[config.mk]
export PLATFORM = sky130hd
export DESIGN_NAME = reaction_game_ctrl
export DESIGN_NICKNAME = d
export VERILOG_FILES = /design/src/rtl/reaction_game_pkg.sv /design/src/rtl/reaction_game_ctrl_sync.sv /design/src/rtl/reaction_game_ctrl.sv
export SDC_FILE = /design/constraint.sdc
export NUM_CORES = 1
export LEC_CHECK = 0
export CAP_MARGIN = 20
export CORE_MARGIN = 2
export CORE_UTILIZATION = 55
export DETAILED_ROUTE_END_ITERATION = 10
export PLACE_DENSITY = 0.86
export RECOVER_POWER = 100
export SLEW_MARGIN = 20
export SYNTH_ARGS = -nofsm -noshare
export SYNTH_HDL_FRONTEND = slang
export SYNTH_SLANG_ARGS = --single-unit
[constraint.sdc]
create_clock -name clock -period 4.1 [get_ports clock]
set_clock_uncertainty 0.1 [all_clocks]
set_input_delay 0.615 -clock clock [delete_from_list [all_inputs] [get_ports clock]]
set_output_delay 0.615 -clock clock [all_outputs]
set_load 0.01 [all_outputs]
[src/rtl/reaction_game_pkg.sv]
// reaction_game_pkg: state encoding, display-source codes and default counter width
package reaction_game_pkg;
  localparam int TIME_W_DEFAULT = 14;
  typedef enum logic [2:0] {IDLE, WAIT, TIMING, RESULT, FAULT} state_t;
  localparam logic [1:0] DISP_SCROLL = 2'd0;
  localparam logic [1:0] DISP_LIVE   = 2'd1;
  localparam logic [1:0] DISP_BEST   = 2'd2;
  localparam logic [1:0] DISP_FAULT  = 2'd3;
endpackage

[src/rtl/reaction_game_ctrl_sync.sv]
// press_edge_sync: 2-flop synchronizer for a button level plus one-clock rising-edge pulse
module press_edge_sync (
  input  logic clock,
  input  logic reset,
  input  logic level,
  output logic pulse
);
  logic [2:0] sh;
  always_ff @(posedge clock)
    if (reset) sh <= '0;
    else sh <= {sh[1:0], level};
  assign pulse = sh[1] & ~sh[2];
endmodule

[src/rtl/reaction_game_ctrl.sv]
// reaction_game_ctrl: reaction-time game sequencer (delay, timing, best time, display select).
// Define REACT_CHEAT_DETECT_EN to send a react press during WAIT to a timed FAULT state.
module reaction_game_ctrl
  import reaction_game_pkg::*;
#(
  parameter int TIME_W        = TIME_W_DEFAULT,
  parameter int MIN_DELAY_MS  = 1000,
  parameter int TIMEOUT_MS    = 9999,
  parameter int FAULT_HOLD_MS = 2000
) (
  input  logic              clock,
  input  logic              reset,
  input  logic              tick_1ms,
  input  logic              start_press,
  input  logic              react_press,
  input  logic [11:0]       random,
  input  logic              show_high,
  output logic              cu_clear,
  output logic              cu_en,
  output logic              hs_update,
  output logic [TIME_W-1:0] elapsed_ms,
  output logic [TIME_W-1:0] best_ms,
  output logic [1:0]        disp_sel,
  output logic              led_wait,
  output logic              led_go,
  output logic              timed_out
);
  if (MIN_DELAY_MS < 1 || TIMEOUT_MS >= 2**TIME_W || FAULT_HOLD_MS < 1 ||
      FAULT_HOLD_MS >= 2**TIME_W || MIN_DELAY_MS + 4095 >= 2**TIME_W) begin : g_bad_cfg
    $error("reaction_game_ctrl: parameter out of range");
  end
  state_t state, state_n;
  logic start, react;
  logic timed_out_n, cu_clear_n, hs_update_n;
  logic [TIME_W-1:0] delay, delay_n, elapsed_n, best_n, delay_load, elapsed_inc;
`ifdef REACT_CHEAT_DETECT_EN
  logic [TIME_W-1:0] fault_cnt, fault_n, fault_inc;
  assign fault_inc = &fault_cnt ? fault_cnt : fault_cnt + TIME_W'(1);
`endif
  press_edge_sync u_start (.clock(clock), .reset(reset), .level(start_press), .pulse(start));
  press_edge_sync u_react (.clock(clock), .reset(reset), .level(react_press), .pulse(react));
  assign delay_load  = TIME_W'(MIN_DELAY_MS) + TIME_W'(random);
  assign elapsed_inc = &elapsed_ms ? elapsed_ms : elapsed_ms + TIME_W'(1);
  always_comb begin
    state_n     = state;
    delay_n     = delay;
    elapsed_n   = elapsed_ms;
    best_n      = best_ms;
    timed_out_n = timed_out;
    cu_clear_n  = 1'b0;
    hs_update_n = 1'b0;
`ifdef REACT_CHEAT_DETECT_EN
    fault_n     = fault_cnt;
`endif
    case (state)
      IDLE:
        if (start) begin
          delay_n = delay_load;
          state_n = WAIT;
        end
      WAIT:
`ifdef REACT_CHEAT_DETECT_EN
        if (react) begin
          fault_n = '0;
          state_n = FAULT;
        end else
`endif
        if (tick_1ms) begin
          delay_n = (delay == '0) ? delay : delay - TIME_W'(1);
          if (delay <= TIME_W'(1)) begin
            elapsed_n  = '0;
            cu_clear_n = 1'b1;
            state_n    = TIMING;
          end
        end
      TIMING:
        // react has priority: a same-cycle tick or timeout must not alter the frozen time
        if (react) begin
          state_n = RESULT;
          if (elapsed_ms < best_ms) begin
            best_n      = elapsed_ms;
            hs_update_n = 1'b1;
          end
        end else if (tick_1ms) begin
          elapsed_n = elapsed_inc;
          if (elapsed_inc >= TIME_W'(TIMEOUT_MS)) begin
            timed_out_n = 1'b1;
            state_n     = RESULT;
          end
        end
      RESULT:
        if (start) begin
          timed_out_n = 1'b0;
          delay_n     = delay_load;
          state_n     = WAIT;
        end
`ifdef REACT_CHEAT_DETECT_EN
      FAULT:
        if (tick_1ms) begin
          fault_n = fault_inc;
          if (fault_inc >= TIME_W'(FAULT_HOLD_MS)) state_n = IDLE;
        end
`endif
      default: state_n = IDLE;
    endcase
  end
  always_ff @(posedge clock)
    if (reset) begin
      state      <= IDLE;
      delay      <= '0;
      elapsed_ms <= '0;
      best_ms    <= '1;
      timed_out  <= 1'b0;
      cu_clear   <= 1'b0;
      hs_update  <= 1'b0;
`ifdef REACT_CHEAT_DETECT_EN
      fault_cnt  <= '0;
`endif
    end else begin
      state      <= state_n;
      delay      <= delay_n;
      elapsed_ms <= elapsed_n;
      best_ms    <= best_n;
      timed_out  <= timed_out_n;
      cu_clear   <= cu_clear_n;
      hs_update  <= hs_update_n;
`ifdef REACT_CHEAT_DETECT_EN
      fault_cnt  <= fault_n;
`endif
    end
  assign led_wait = state == WAIT;
  assign led_go   = state == TIMING;
  assign cu_en    = state == TIMING;
  assign disp_sel = state == FAULT ? DISP_FAULT :
                    state == IDLE ? (show_high ? DISP_BEST : DISP_SCROLL) :
                    state == RESULT ? (show_high ? DISP_BEST : DISP_LIVE) : DISP_LIVE;
endmodule

== Word-level counts from Yosys, hierarchy flattened ==
Cells that the tools add are included.

* Output and inout bits: 36
* Logic and storage cells: 80
* Bits of input ports: 18
* Register bits: 54

* Reduce and logical (&&, ||, !) cells: 14
* Add/sub/neg operators: 3
* $lt $le $gt $ge: 3
* Multiplexer cells: 29
* Eq/ne operators: 14
* Bitwise operators: 8

{| class="wikitable"
|+ Operator list
! kind !! count
|-
| two-way mux 14 bit || 8
|-
| one-hot mux 14 bit (2 select lines) || 2
|-
| two-way mux 3 bit || 6
|-
| AND reduction 5 bit || 3
|-
| adder 14 x 1 -> 14 bit (second input constant) || 1
|-
| greater-or-equal comparator 14 bit (second input constant) || 1
|-
| less-or-equal comparator 14 x 1 -> 1 bit (second input constant) || 1
|-
| logical NOT 14 bit || 1
|-
| less-than comparator 14 bit || 1
|-
| AND reduction 14 bit || 1
|-
| subtractor 14 x 1 -> 14 bit (second input constant) || 1
|-
| adder 10 x 12 -> 13 bit (first input constant) || 1
|-
| two-way mux 2 bit || 5
|-
| != test 2 bit (second input constant) || 5
|-
| one-hot mux 3 bit (3 select lines) || 1
|-
| == test 3 x 2 -> 1 bit (second input constant) || 2
|-
| two-way mux 1 bit || 6
|-
| != test 2 x 1 -> 1 bit (second input constant) || 3
|-
| NOT 1 bit || 6
|-
| nonzero test 2 bit || 3
|-
| OR reduction 3 bit || 2
|-
| AND reduction 4 bit || 1
|-
| == test 3 x 1 -> 1 bit (second input constant) || 1
|-
| == test 3 bit (second input constant) || 1
|-
| 7 further kinds || 8
|}

== Depth between registers and ports, before layout ==
* Depth after elaboration: 7
* Gate-level depth with buffers: 11
* Depth with buffers taken out: 10

== Hierarchy ==
A second synthesis with hierarchy kept.

* Cells, all modules: 425
* Area, all modules: 3392.0 um2

{| class="wikitable"
|+ By module, submodules not included
! module !! cells each !! instances !! area an instance (um2) !! seq. area each (um2)
|-
| reaction_game_ctrl || 411 || 1 || 3216.8 || 940.9
|-
| press_edge_sync || 7 || 2 || 87.6 || 60.1
|}

== Least setup slack after synthesis ==
No wires, ideal clock.

* Path type: flip-flop to flip-flop
* Start: reg elapsed_ms[0]
* End: reg state[0]
* Library setup time: 0.121 ns
* Clock period less this slack: 2.745 ns
* Slack: 1.355 ns
* Required time: 3.879 ns
* Cell stages (with the launch flop): 12
* Arrival: 2.524 ns
* Buffers on the path: 2
* Cells stage by stage: dfxtp_1 -> ha_1 -> buf_6 -> and4_1 -> buf_6 -> nand2_2 -> nor3_1 -> or4_1 -> a31oi_1 -> o21ai_1 -> a31oi_1 -> mux2_2

* Word-level cells in the longest chain between the ends: 5
* Elaborated cells on any way between the ends: 6
* Classes of those cells: 1 x add/sub; 1 x order compare; 1 x eq/ne; 1 x mux; 2 x reduce/logical

{| class="wikitable"
|+ RTL lines
! element !! RTL line !! source
|-
| start: declaration || reaction_game_ctrl.sv:21 || <nowiki>output logic [TIME_W-1:0] elapsed_ms,</nowiki>
|-
| start signal: assignment || reaction_game_ctrl.sv:122 || <nowiki>elapsed_ms <= elapsed_n;</nowiki>
|-
| adder 14 x 1 -> 14 bit / AND reduction 14 bit (equally long branches) || reaction_game_ctrl.sv:43 || <nowiki>assign elapsed_inc = &elapsed_ms ? elapsed_ms : elapsed_ms + TIME_W'(1);</nowiki>
|-
| two-way mux 14 bit (*) || reaction_game_ctrl.sv:43 ||
|-
| greater-or-equal comparator 14 bit (*) || reaction_game_ctrl.sv:86 || <nowiki>if (elapsed_inc >= TIME_W'(TIMEOUT_MS)) begin</nowiki>
|-
| != test 3 x 1 -> 1 bit (no source line) (*) || - ||
|-
| AND reduction 5 bit (no source line) (*) || - ||
|-
| end signal: assignment || reaction_game_ctrl.sv:120 || <nowiki>state <= state_n;</nowiki>
|-
| end: declaration || reaction_game_ctrl.sv:32 || <nowiki>state_t state, state_n;</nowiki>
|}

Every way passes the cells marked *; elsewhere a longest branch is shown, timed or not.
A chain may end at the register's enable or synchronous reset.

== Final worst setup path ==
* Start: reg delay[9]
* End: reg elapsed_ms[2]

* Word-level cells in the longest chain between the ends: 3

{| class="wikitable"
|+ RTL lines
! element !! RTL line !! source
|-
| start: declaration || reaction_game_ctrl.sv:35 || <nowiki>logic [TIME_W-1:0] delay, delay_n, elapsed_n, best_n, delay_load, elapsed_inc;</nowiki>
|-
| start signal: assignment || reaction_game_ctrl.sv:121 || <nowiki>delay <= delay_n;</nowiki>
|-
| less-or-equal comparator 14 x 1 -> 1 bit || reaction_game_ctrl.sv:70 || <nowiki>if (delay <= TIME_W'(1)) begin</nowiki>
|-
| != test 2 x 1 -> 1 bit (no source line) || - ||
|-
| AND reduction 5 bit (no source line) || - ||
|}

No other way between the ends.

==> reports/results.tsv <==
metric	value	unit
status	completed	
synth_top_cell_area_share	31.4	%
firstDrtPassIters	5	
max_freq	305	MHz
postCtsHoldBufs	0	
numClockSinks	53	
peakVddDrop	248	uV
r2r_slack	0.82	ns
intPower	933	uW
die_x	82.4	um
wl_per_cell	16.1	um
busiest_layer	met2	
yosysSeqAreaShare	31.4	%
reg2reg_to	elapsed_ms[2]	
multiInputGateArea	2080	um^2
layout_setup_ws	0.824	ns
grt_use_met2	40.9	%
ys_async_sr_fraction	0	%
synth_area_leader_cell	dfxtp_1	
fp.dieH	82.4	um
r2r_cells	9	
power_frac_seq	39.7	%
rsz0062_at_grt	false	
clkTransAtPathRegs	0.09	ns
end_kind	register	
regArea	1060	um^2
fp.dieArea	6780	um^2
leakage	0.00160	uW
synth-xor-area-share	2.59	%
p_sw_share	38.8	%
synth_area	3380	um^2
setup_tns	0	ns
layout-drive-gt1-share	3.68	%
pin_count	54	
synth_ff_type	dfxtp_1	
finalSetupViolations	0	
clock_latency	0.31	ns
cp.required	4.24	ns
insertedDiodeCount	0	
cts_tree	yes	
ys_ff_latch	53	
synthTopCellsByArea	dfxtp_1, ha_1, a21oi_1	
ys_warn_count	0	
antenna_found_initial	0	
clock_path_buffers	2	
synth_mux_area_share	1.82	%
synth_simple_gate_area_share	23.8	%
routed_via_density	6.20	
pre_cts_slack	1.05	ns
synthesis.nets	462	
power.density	383	nW/um^2
ant_nets	0	
synth_top_family_by_area	compound AO/OA/AOI/OAI gates	
root_buffer	clkbuf_8	
critPathLaunch	delay[9]	
ys_types	64	
grt_pass1_wl	13.6	mm
start_util	57.0	%
tightestPinTransition	0.910	ns
rows	28	
slew_headroom	39.4	%
hold_viol_final	0	
avgSynthCellArea	8.00	um^2
combPwrFrac	40.3	%
syn_inst	422	
post_cts_buffers	0	
start_kind	register	
mostFrequentLayoutCells	dfxtp_1, a21oi_1, dlygate4sd3_1	
crit_arrival	3.41	ns
cts_resized	0	
numCtsBuffers	5	
place_hpwl	6.25	mm
gp_congestion	0.911	
worstHoldPathType	register to register	
numPortBuffers	53	
p_switching	590	uW
drc_errors	0	
min_period	3.28	ns
grt_pass1_vias	2981	
grt_max_degree	23	
core-area	5920	um^2
final_net_count	502	
drt-initial-drc-count	266	
met3_usage	3.37	%
drv_slew	0	
synthAdderAreaFrac	8.15	%
cp-endpoint	elapsed_ms[2]	
reg2reg_from	delay[9]	
finalCritPeriodShare	79.9	%
overflow	0	
area_growth	17.7	%
synth_compound_area_share	25.6	%
grt_use_met1	34.9	%
p_clk_share	20.0	%
crit_path_max_fanout	11	
maxCapViolCount	0	
synth_edf_count	0	
crit_type	register to register	
track_usage	25.7	%
htreeDepth	2	
vias	3332	
drt-total-wl	8.64	mm
nFillCells	543	
final_common_cell	dfxtp_1	
==> cells by family (layout without fill, tap and decap cells) <==
| logic type | count (synthesis) | in the layout |
|---|---|---|
| AO/OA/AOI/OAI | 129 | 129 |
| XOR/XNOR | 10 | 10 |
| adder cells (fa/ha/maj) | 22 | 22 |
| buffers and inverters | 51 | 91 |
| flip-flops | 53 | 53 |
| multiplexers | 6 | 6 |
| AND/OR/NAND/NOR | 151 | 151 |
==> metrics by stage <==
step                hold slack [ns]  cell area [um^2]  utilization [%]  cells  power [uW]
finish                        0.350              3980             67.1    537        1520
global route                  0.368              3980             67.1    537        1630
CTS                           0.359              4010             67.8    537        1550
detailed placement            0.334              3930             66.3    530        1240
global placement              0.327              3930             66.3    530        1220
floorplan                     0.314              3380                -    422        1070
==> cell usage after synthesis, types with 6 or more instances <==
library cell  instances
dfxtp_1              53
a21oi_1              43
nand2_1              32
nor2_1               30
inv_1                24
o21ai_0              24
ha_1                 22
clkbuf_1             15
nand3_1              15
nor3_1               15
a211o_1              13
nor2b_1              12
nand4_1               8
xor2_1                6
==> area by class of cell <==
| type | instances | share of cell area [%] |
|---|---|---|
| Tap cell | 75 | 2.36 |
| Sequential cell | 53 | 26.7 |
| Multi-Input combinational cell | 318 | 52.2 |
| Clock buffer | 7 | 2.17 |
| Inverter | 24 | 2.27 |
| Timing Repair Buffer | 60 | 14.3 |
==> power groups by stage <==
stage	logic, uW	registers [uW]	clock network [uW]
2_1_floorplan	461	608	0
3_3_place_gp	608	612	0
3_5_place_dp	626	615	0
4_1_cts	634	603	314
5_1_grt	678	612	335
6_report	614	604	305
==> worst max-delay path, cell delays in order (launching register included) <==
cell and delay (ns):
dfxtp_1 0.38, or3_1 0.44, nor3_1 0.30, o2111ai_1 0.23, a221oi_1 0.74, buf_4 0.31, nand2_1 0.18, nor2_1 0.25
nand3b_1 0.10, a21oi_1 0.16
==> flip-flops by register name, indices dropped and copies added, names as in the netlist, 2 cells and up <==
register	flops
best_ms	14
delay	14
elapsed_ms	14
u_react.sh	3
u_start.sh	3
state	2
==> worst min path at each step <==
stage / startpoint / cells after the start / end
CTS: u_react.sh[0] / 1 / u_react.sh[1]
finish: u_react.sh[0] / 1 / u_react.sh[1]
floorplan: u_react.sh[0] / 1 / u_react.sh[1]
detailed placement: u_react.sh[0] / 1 / u_react.sh[1]
global route: u_react.sh[0] / 1 / u_react.sh[1]
global placement: u_react.sh[0] / 1 / u_react.sh[1]
==> per-layer routing <==
layer / wire length (um) / up-vias
li1: - / 1624
met2: 4050 / 109
met4: 105 / 0
met1: 4020 / 1587
met3: 461 / 12
met5: 0 / -
Power figures use the tool's default switching activity.
